## src/rtl/rgmii_pkg.sv

```systemverilog
// rgmii_pkg: shared speed encodings, receive FSM states and in-band status layout
package rgmii_pkg;
    localparam logic [1:0] SPEED_10M   = 2'b00;
    localparam logic [1:0] SPEED_100M  = 2'b01;
    localparam logic [1:0] SPEED_1000M = 2'b10;

    typedef enum logic [1:0] {ST_IDLE, ST_LOW, ST_HIGH, ST_FLUSH} rx_state_t;

    // Field order matches the idle nibble: bit3 duplex, bits2:1 speed, bit0 link
    typedef struct packed {
        logic       duplex;
        logic [1:0] speed;
        logic       link;
    } inband_status_t;
endpackage

```

## src/rtl/rgmii_inband_status.sv

```systemverilog
// rgmii_inband_status: samples RGMII in-band status during the inter-frame gap and debounces it
module rgmii_inband_status
    import rgmii_pkg::*;
#(
    parameter int STATUS_STABLE = 4
) (
    input  logic       clk,
    input  logic       rst,
    input  logic [3:0] in_q1,
    input  logic       in_ctl1,
    input  logic [3:0] in_q2,
    input  logic       in_ctl2,
    output logic       link_up,
    output logic [1:0] link_speed,
    output logic       full_duplex,
    output logic       status_valid
);
    localparam logic [3:0] STABLE = 4'(STATUS_STABLE);

    inband_status_t smp, cand;
    logic [3:0] cnt, cnt_nxt;
    logic sample;

    assign smp = inband_status_t'(in_q1);
    // Reserved speed code 11 is treated as a non-sample so it cannot disturb the debounce
    assign sample = !in_ctl1 && !in_ctl2 && in_q1 == in_q2 && smp.speed != 2'b11;
    assign cnt_nxt = (smp == cand && cnt != 4'd0) ? ((cnt == STABLE) ? cnt : cnt + 4'd1) : 4'd1;

    always_ff @(posedge clk or posedge rst)
        if (rst) begin
            cand         <= '0;
            cnt          <= '0;
            link_up      <= 1'b0;
            link_speed   <= 2'b00;
            full_duplex  <= 1'b0;
            status_valid <= 1'b0;
        end else if (sample) begin
            cand <= smp;
            cnt  <= cnt_nxt;
            if (cnt_nxt == STABLE) begin
                link_up      <= smp.link;
                link_speed   <= smp.speed;
                full_duplex  <= smp.duplex;
                status_valid <= 1'b1;
            end
        end
endmodule

```

## src/rtl/rgmii_rx_gmii_adapter.sv

```systemverilog
// rgmii_rx_gmii_adapter: captured RGMII nibbles to GMII bytes with clock enable, 10/100/1000M.
// Define RGMII_RX_INBAND_STATUS_EN to build the in-band link status decoder.
module rgmii_rx_gmii_adapter
    import rgmii_pkg::*;
#(
    parameter int STATUS_STABLE = 4
) (
    input  logic       clk,
    input  logic       rst,
    input  logic [3:0] in_q1,
    input  logic       in_ctl1,
    input  logic [3:0] in_q2,
    input  logic       in_ctl2,
    input  logic [1:0] speed,
    output logic [7:0] gmii_rxd,
    output logic       gmii_rx_dv,
    output logic       gmii_rx_er,
    output logic       gmii_rx_clk_en,
    output logic       link_up,
    output logic [1:0] link_speed,
    output logic       full_duplex,
    output logic       status_valid
);
    rx_state_t  state;
    logic [1:0] act_speed;
    logic [3:0] low;
    logic       low_er, phase, nib_er;

    assign nib_er = in_ctl1 ^ in_ctl2;

    always_ff @(posedge clk or posedge rst)
        if (rst) begin
            state          <= ST_IDLE;
            act_speed      <= SPEED_10M;
            low            <= 4'h0;
            low_er         <= 1'b0;
            phase          <= 1'b0;
            gmii_rxd       <= 8'h00;
            gmii_rx_dv     <= 1'b0;
            gmii_rx_er     <= 1'b0;
            gmii_rx_clk_en <= 1'b0;
        end else begin
            // Speed only changes between frames so a frame is never split across modes
            if (state == ST_IDLE && !in_ctl1) act_speed <= speed;
            if (act_speed[1]) begin
                state          <= ST_IDLE;
                gmii_rxd       <= {in_q2, in_q1};
                gmii_rx_dv     <= in_ctl1;
                gmii_rx_er     <= nib_er;
                gmii_rx_clk_en <= 1'b1;
            end else begin
                gmii_rx_clk_en <= 1'b0;
                case (state)
                    ST_IDLE, ST_FLUSH:
                        if (in_ctl1) begin
                            low    <= in_q1;
                            low_er <= nib_er;
                            phase  <= 1'b0;
                            state  <= ST_HIGH;
                        end else begin
                            phase          <= ~phase;
                            state          <= ST_IDLE;
                            gmii_rx_clk_en <= phase;
                            if (phase) begin
                                gmii_rxd   <= 8'h00;
                                gmii_rx_dv <= 1'b0;
                                gmii_rx_er <= 1'b0;
                            end
                        end
                    ST_HIGH: begin
                        gmii_rxd       <= in_ctl1 ? {in_q1, low} : {4'h0, low};
                        gmii_rx_dv     <= 1'b1;
                        gmii_rx_er     <= in_ctl1 ? (low_er | nib_er) : 1'b1;
                        gmii_rx_clk_en <= 1'b1;
                        state          <= in_ctl1 ? ST_LOW : ST_FLUSH;
                    end
                    ST_LOW:
                        if (in_ctl1) begin
                            low    <= in_q1;
                            low_er <= nib_er;
                            state  <= ST_HIGH;
                        end else begin
                            state <= ST_IDLE;
                        end
                endcase
            end
        end

`ifdef RGMII_RX_INBAND_STATUS_EN
    rgmii_inband_status #(.STATUS_STABLE(STATUS_STABLE)) u_status (
        .clk          (clk),
        .rst          (rst),
        .in_q1        (in_q1),
        .in_ctl1      (in_ctl1),
        .in_q2        (in_q2),
        .in_ctl2      (in_ctl2),
        .link_up      (link_up),
        .link_speed   (link_speed),
        .full_duplex  (full_duplex),
        .status_valid (status_valid)
    );
`else
    assign link_up      = 1'b0;
    assign link_speed   = 2'b00;
    assign full_duplex  = 1'b0;
    assign status_valid = 1'b0;
`endif
endmodule
```

## config.mk

```make
export PLATFORM = sky130hd
export DESIGN_NAME = rgmii_rx_gmii_adapter
export DESIGN_NICKNAME = d
export VERILOG_FILES = /design/src/rtl/rgmii_pkg.sv /design/src/rtl/rgmii_inband_status.sv /design/src/rtl/rgmii_rx_gmii_adapter.sv
export SDC_FILE = /design/constraint.sdc
export NUM_CORES = 1
export LEC_CHECK = 0
export BUFFER_PORTS_ARGS = -buffer_cell sky130_fd_sc_hd__buf_2
export CELL_PAD_IN_SITES_DETAIL_PLACEMENT = 0
export CELL_PAD_IN_SITES_GLOBAL_PLACEMENT = 1
export CORE_AREA = 10 10 61 63
export CTS_CLUSTER_DIAMETER = 120
export CTS_CLUSTER_SIZE = 25
export DETAILED_ROUTE_END_ITERATION = 8
export DIE_AREA = 0 0 71 73
export PLACE_DENSITY_LB_ADDON = 0.3
export SLEW_MARGIN = 20
export SYNTH_ARGS = -nofsm -noshare
export SYNTH_HDL_FRONTEND = slang
export SYNTH_SLANG_ARGS = --single-unit
```

## constraint.sdc

```tcl
create_clock -name clk -period 4.2 [get_ports clk]
set_clock_uncertainty 0.15 [all_clocks]
set_input_delay 1.05 -clock clk [delete_from_list [all_inputs] [get_ports clk]]
set_output_delay 1.05 -clock clk [all_outputs]
set_load 0.1 [all_outputs]
```

* Word-level counts from Yosys, hierarchy flattened
Cells that the tools add are included.
** Word-level totals
- Output and inout port bits :: 16
- Register bits :: 21
- Bits of input ports :: 14
** Cells by class
- Reductions and logical operators :: 9
- Bitwise logic cells :: 4
- Equality and inequality tests :: 5
- Mux-type cells :: 20
** Operator list (number)
- $mux W8 :: 4
- $pmux W8 S2 :: 1
- $mux W1 :: 8
- $mux W2 :: 3
- $ne A3 B3 Y1 const B :: 2
- $pmux W1 S2 :: 3
- $reduce_and A3 Y1 :: 2
- $eq A2 B2 Y1 const B :: 2
- $pmux W2 S2 :: 1
- $reduce_bool A3 Y1 :: 1
- $reduce_or A3 Y1 :: 1
- $eq A2 B1 Y1 const B :: 1
- $logic_not A2 Y1 :: 1
- $not A1 Y1 :: 2
- $reduce_and A2 Y1 :: 1
- $reduce_or A2 Y1 :: 1
- $logic_and A1 B1 Y1 :: 1
- $logic_not A1 Y1 :: 1
- $or A1 B1 Y1 :: 1
- $xor A1 B1 Y1 :: 1

* Depth between registers and ports, before layout
- Depth after elaboration :: 5
- Mapped depth :: 6
- Gate-level depth less buffers :: 5

* Worst setup path after synthesis
OpenSTA, ideal clock, no wires.
- Path kind :: reg2out
- Start point :: reg gmii_rx_dv
- End point :: out gmii_rx_dv
- Cell stages (with the launch flop) :: 1
- Slack :: 2.102 ns
- Arrival :: 0.898 ns
- Path buffers :: 0
- Required time :: 3.000 ns
- Path through :: dfrtp_1
** RTL lines
- from (decl) :: RTL line rgmii_rx_gmii_adapter.sv:16 : output logic gmii_rx_dv,
- from (signal assigned) :: RTL line rgmii_rx_gmii_adapter.sv:48 : gmii_rx_dv <= in_ctl1;
No word-level cell between the ends.

* Worst setup path in the final report
- Start point :: reg gmii_rx_dv
- End point :: out gmii_rx_dv
No word-level cell between the ends.

==> tab_implementation.tex <==
\begin{tabular}{lr}
\hline
Metric & Value \\
\hline
\multicolumn{2}{l}{\textbf{Outcome}} \\
Outcome & finished, final reports clean \\
\multicolumn{2}{l}{\textbf{Logic synthesis}} \\
Syn Inst Count & 79 \\
Mapped Avg Cell Area & 13.6 um\^{}2 \\
FF+latch count, synth & 20 \\
Part of the Yosys area used for sequential elements & 0.467 \\
Total standard cell area after synthesis & 1070 um\^{}2 \\
Yosys warning count & 0 \\
Post-synthesis cell type count & 25 \\
\multicolumn{2}{l}{\textbf{Drt}} \\
Uppermost layer routed & met4 \\
Avg Vias per Cell & 5.07 \\
DRC viols & 0 \\
Routed WL per cell & 15.9 um \\
Via count & 664 \\
Routed wire length on met3 & 110 um \\
Total routed wire length on the met1 layer & 947 um \\
Antenna viol nets, final & 0 \\
Wire length on met2 & 1010 um \\
First-pass detailed-route iteration total & 4 \\
Iteration-0 DRC count of the detailed router & 20 \\
Final WL & 2080 um \\
\multicolumn{2}{l}{\textbf{Floorplanning}} \\
Area inside the core boundary & 2620 um\^{}2 \\
DIE HEIGHT & 73 um \\
Chip Width & 71 um \\
Die area & 5180 um\^{}2 \\
Starting utilization of the core area & 0.410 \\
Number of placement rows & 19 \\
Number of top-level pins & 30 \\
\multicolumn{2}{l}{\textbf{Clock network}} \\
Clk sinks & 20 \\
Total of hold buffers inserted after clock tree synthesis & 0 \\
Count of H-tree levels built during CTS & 1 \\
Post-cts resize count & 0 \\
Clock latency of the later-clocked register in the worst-skew pair & 300 ps \\
Clk slew on worst S/H paths & 120 ps \\
CTS tree & done \\
Number of buffers inserted to repair setup after CTS & 0 \\
Clock Root Buffer & clkbuf\_4 \\
Clk buf depth & 2 \\
Number of buffers added by the clock tree synthesis step & 3 \\
\multicolumn{2}{l}{\textbf{Layout}} \\
Final standard cell count with taps included and fillers excluded & 131 \\
Growth of design area from synthesis to finish & 9.93\% \\
Antenna diode count & 0 \\
Total Nets Final & 118 \\
Total of fill cells in the finished design & 275 \\
Share of layout cells above drive strength 1 & 0.490 \\
\multicolumn{2}{l}{\textbf{Critical path}} \\
Cell with the biggest individual delay on the critical path & buf\_2 \\
Worst setup SP type & flop \\
Critical path, cell by cell & buf\_2 \\
Startpoint of the worst setup timing path & gmii\_rx\_dv \\
CP top delay family & buffers and inverters \\
Required time at the endpoint of the critical path & 3000 ps \\
Critical setup path kind & flop to output port \\
FF-to-FF setup slack & 2100 ps \\
Endpoint class of the critical path & output port \\
Worst r2r path cells & 5 \\
Worst r2r src & state[0] \\
Arrival @ worst endpoint & 1110 ps \\
Maximum cell stage delay along the critical path & 430 ps \\
Count of buffering cells on the critical path with inverters included & 1 \\
Highest fanout seen on the critical path & 2 \\
Worst flop-to-flop path endpoint & gmii\_rxd[2] \\
\multicolumn{2}{l}{\textbf{Timing}} \\
Final total negative setup slack & 0 ps \\
Minimum clock period after layout & 2310 ps \\
Achievable clock frequency & 432 MHz \\
Period utilisation layout & 0.551 \\
Setup repair after global routing missed its margin & no \\
Slew HR & 0.485 \\
Worst slew pin tran & 771 ps \\
\# setup viols final & 0 \\
Slew Limit Fails & 0 \\
Hold Vio Cnt, Final & 0 \\
\multicolumn{2}{l}{\textbf{GRT}} \\
Pin count of the biggest net entering global routing & 21 \\
Total global-route track usage & 0.0823 \\
Antenna violations before repair & 0 \\
Gr ovfl total & 0 \\
Via count of the first global-routing pass & 718 \\
Wire length of the first global-routing pass & 3510 um \\
\multicolumn{2}{l}{\textbf{Worst hold path}} \\
Worst hold stages & 1 \\
Terminating pin of the worst hold path & gmii\_rx\_er \\
Min-Delay Startpoint & gmii\_rx\_er \\
Hold Crit Class & flop to flop \\
\multicolumn{2}{l}{\textbf{Placed design}} \\
RD Place Congestion & 0.696 \\
Port bufs & 23 \\
Total half-perimeter wirelength after legalization and detailed placement & 1490 um \\
Number of placed cells counting well taps & 127 \\
\multicolumn{2}{l}{\textbf{Flow run}} \\
Number of max-cap violations & 0 \\
\hline
\end{tabular}
-- kinds of logic after synthesis --
group                      Yosys count  synth area share
DFF                                 20             0.467
muxes                               15             0.193
AOI/OAI and AO/OA                   14             0.114
buffers and inverters               13             0.103
and+or+nand+nor                     11            0.0677
adders and majority gates            3            0.0351
xor gates and xnor gates             2            0.0164
other                                1           0.00350
-- cell usage after synthesis, drive strengths merged --
cell type  number  area share
inv             3       0.011
a221oi          1      0.0082
o21ai           1      0.0047
a211o           1      0.0082
xnor2           2       0.016
a21oi           1      0.0047
mux2           15        0.19
nor2b           2       0.012
nand2           1      0.0035
or4             1      0.0082
dfrtp          20        0.47
buf             8       0.067
a32o            4       0.037
nor3b           2       0.023
and2b           1      0.0070
ha              3       0.035
a22o            4       0.036
clkbuf          2       0.026
a21o            1      0.0082
conb            1      0.0035
nor2            4       0.014
o21bai          1      0.0070
-- stage by stage --
step                setup slack (ps)  utilization  instance area (um^2)  hold WS [ps]
CTS                             1870        0.450                  1180           375
finish                          1890        0.450                  1180           371
global route                    1830        0.450                  1180           396
floorplan                       2100            -                  1090           327
detailed placement              1540        0.436                  1140           336
global placement                1540        0.436                  1140           340
-- routing by layer --
layer / up-vias / track usage
li1: 311 / -
met1: 333 / 0.0988
met2: 18 / 0.134
met3: 2 / 0.0259
met4: 0 / 0.0323
met5: - / 0
-- cell usage in the layout, fill, tap and decap left out, drive strengths merged, types with 3 or more instances in the layout --
cell type,count
a22o,4
a32o,4
buf,23
clkbuf,4
conb,5
dfrtp,20
ha,3
inv,3
mux2,15
nor2,4
-- sequential cells by signal, indices dropped and copies added (netlist names) --
name            flops
gmii_rx_dv          1
low_er              1
low                 4
gmii_rx_clk_en      1
gmii_rx_er          1
gmii_rxd            8
state               2
phase               1
act_speed           1
-- worst max path at each step --
| stage | end | cells after the start | slack (ps) |
|---|---|---|---|
| after global placement | gmii_rxd[0] | 4 | 1540 |
| after floorplan | gmii_rx_dv | 0 | 2100 |
| final | gmii_rx_dv | 1 | 1890 |
| after CTS | gmii_rxd[2] | 4 | 1870 |
| after detailed placement | gmii_rxd[7] | 4 | 1540 |
| after global routing | gmii_rxd[2] | 4 | 1830 |
-- cell type report --
type | instances | area (um^2) | share of cell area
well taps | 31 | 38.8 | 0.0329
inverters | 3 | 11.3 | 0.00956
repair buffers | 23 | 115 | 0.0978
multi-input cells | 50 | 475 | 0.404
flip-flops and latches | 20 | 500 | 0.425
clock buffers | 4 | 36.3 | 0.0308
Power is left out: the tool's default activity adds up to more than one toggle a clock period on the data nets, which glitch-free logic cannot reach.
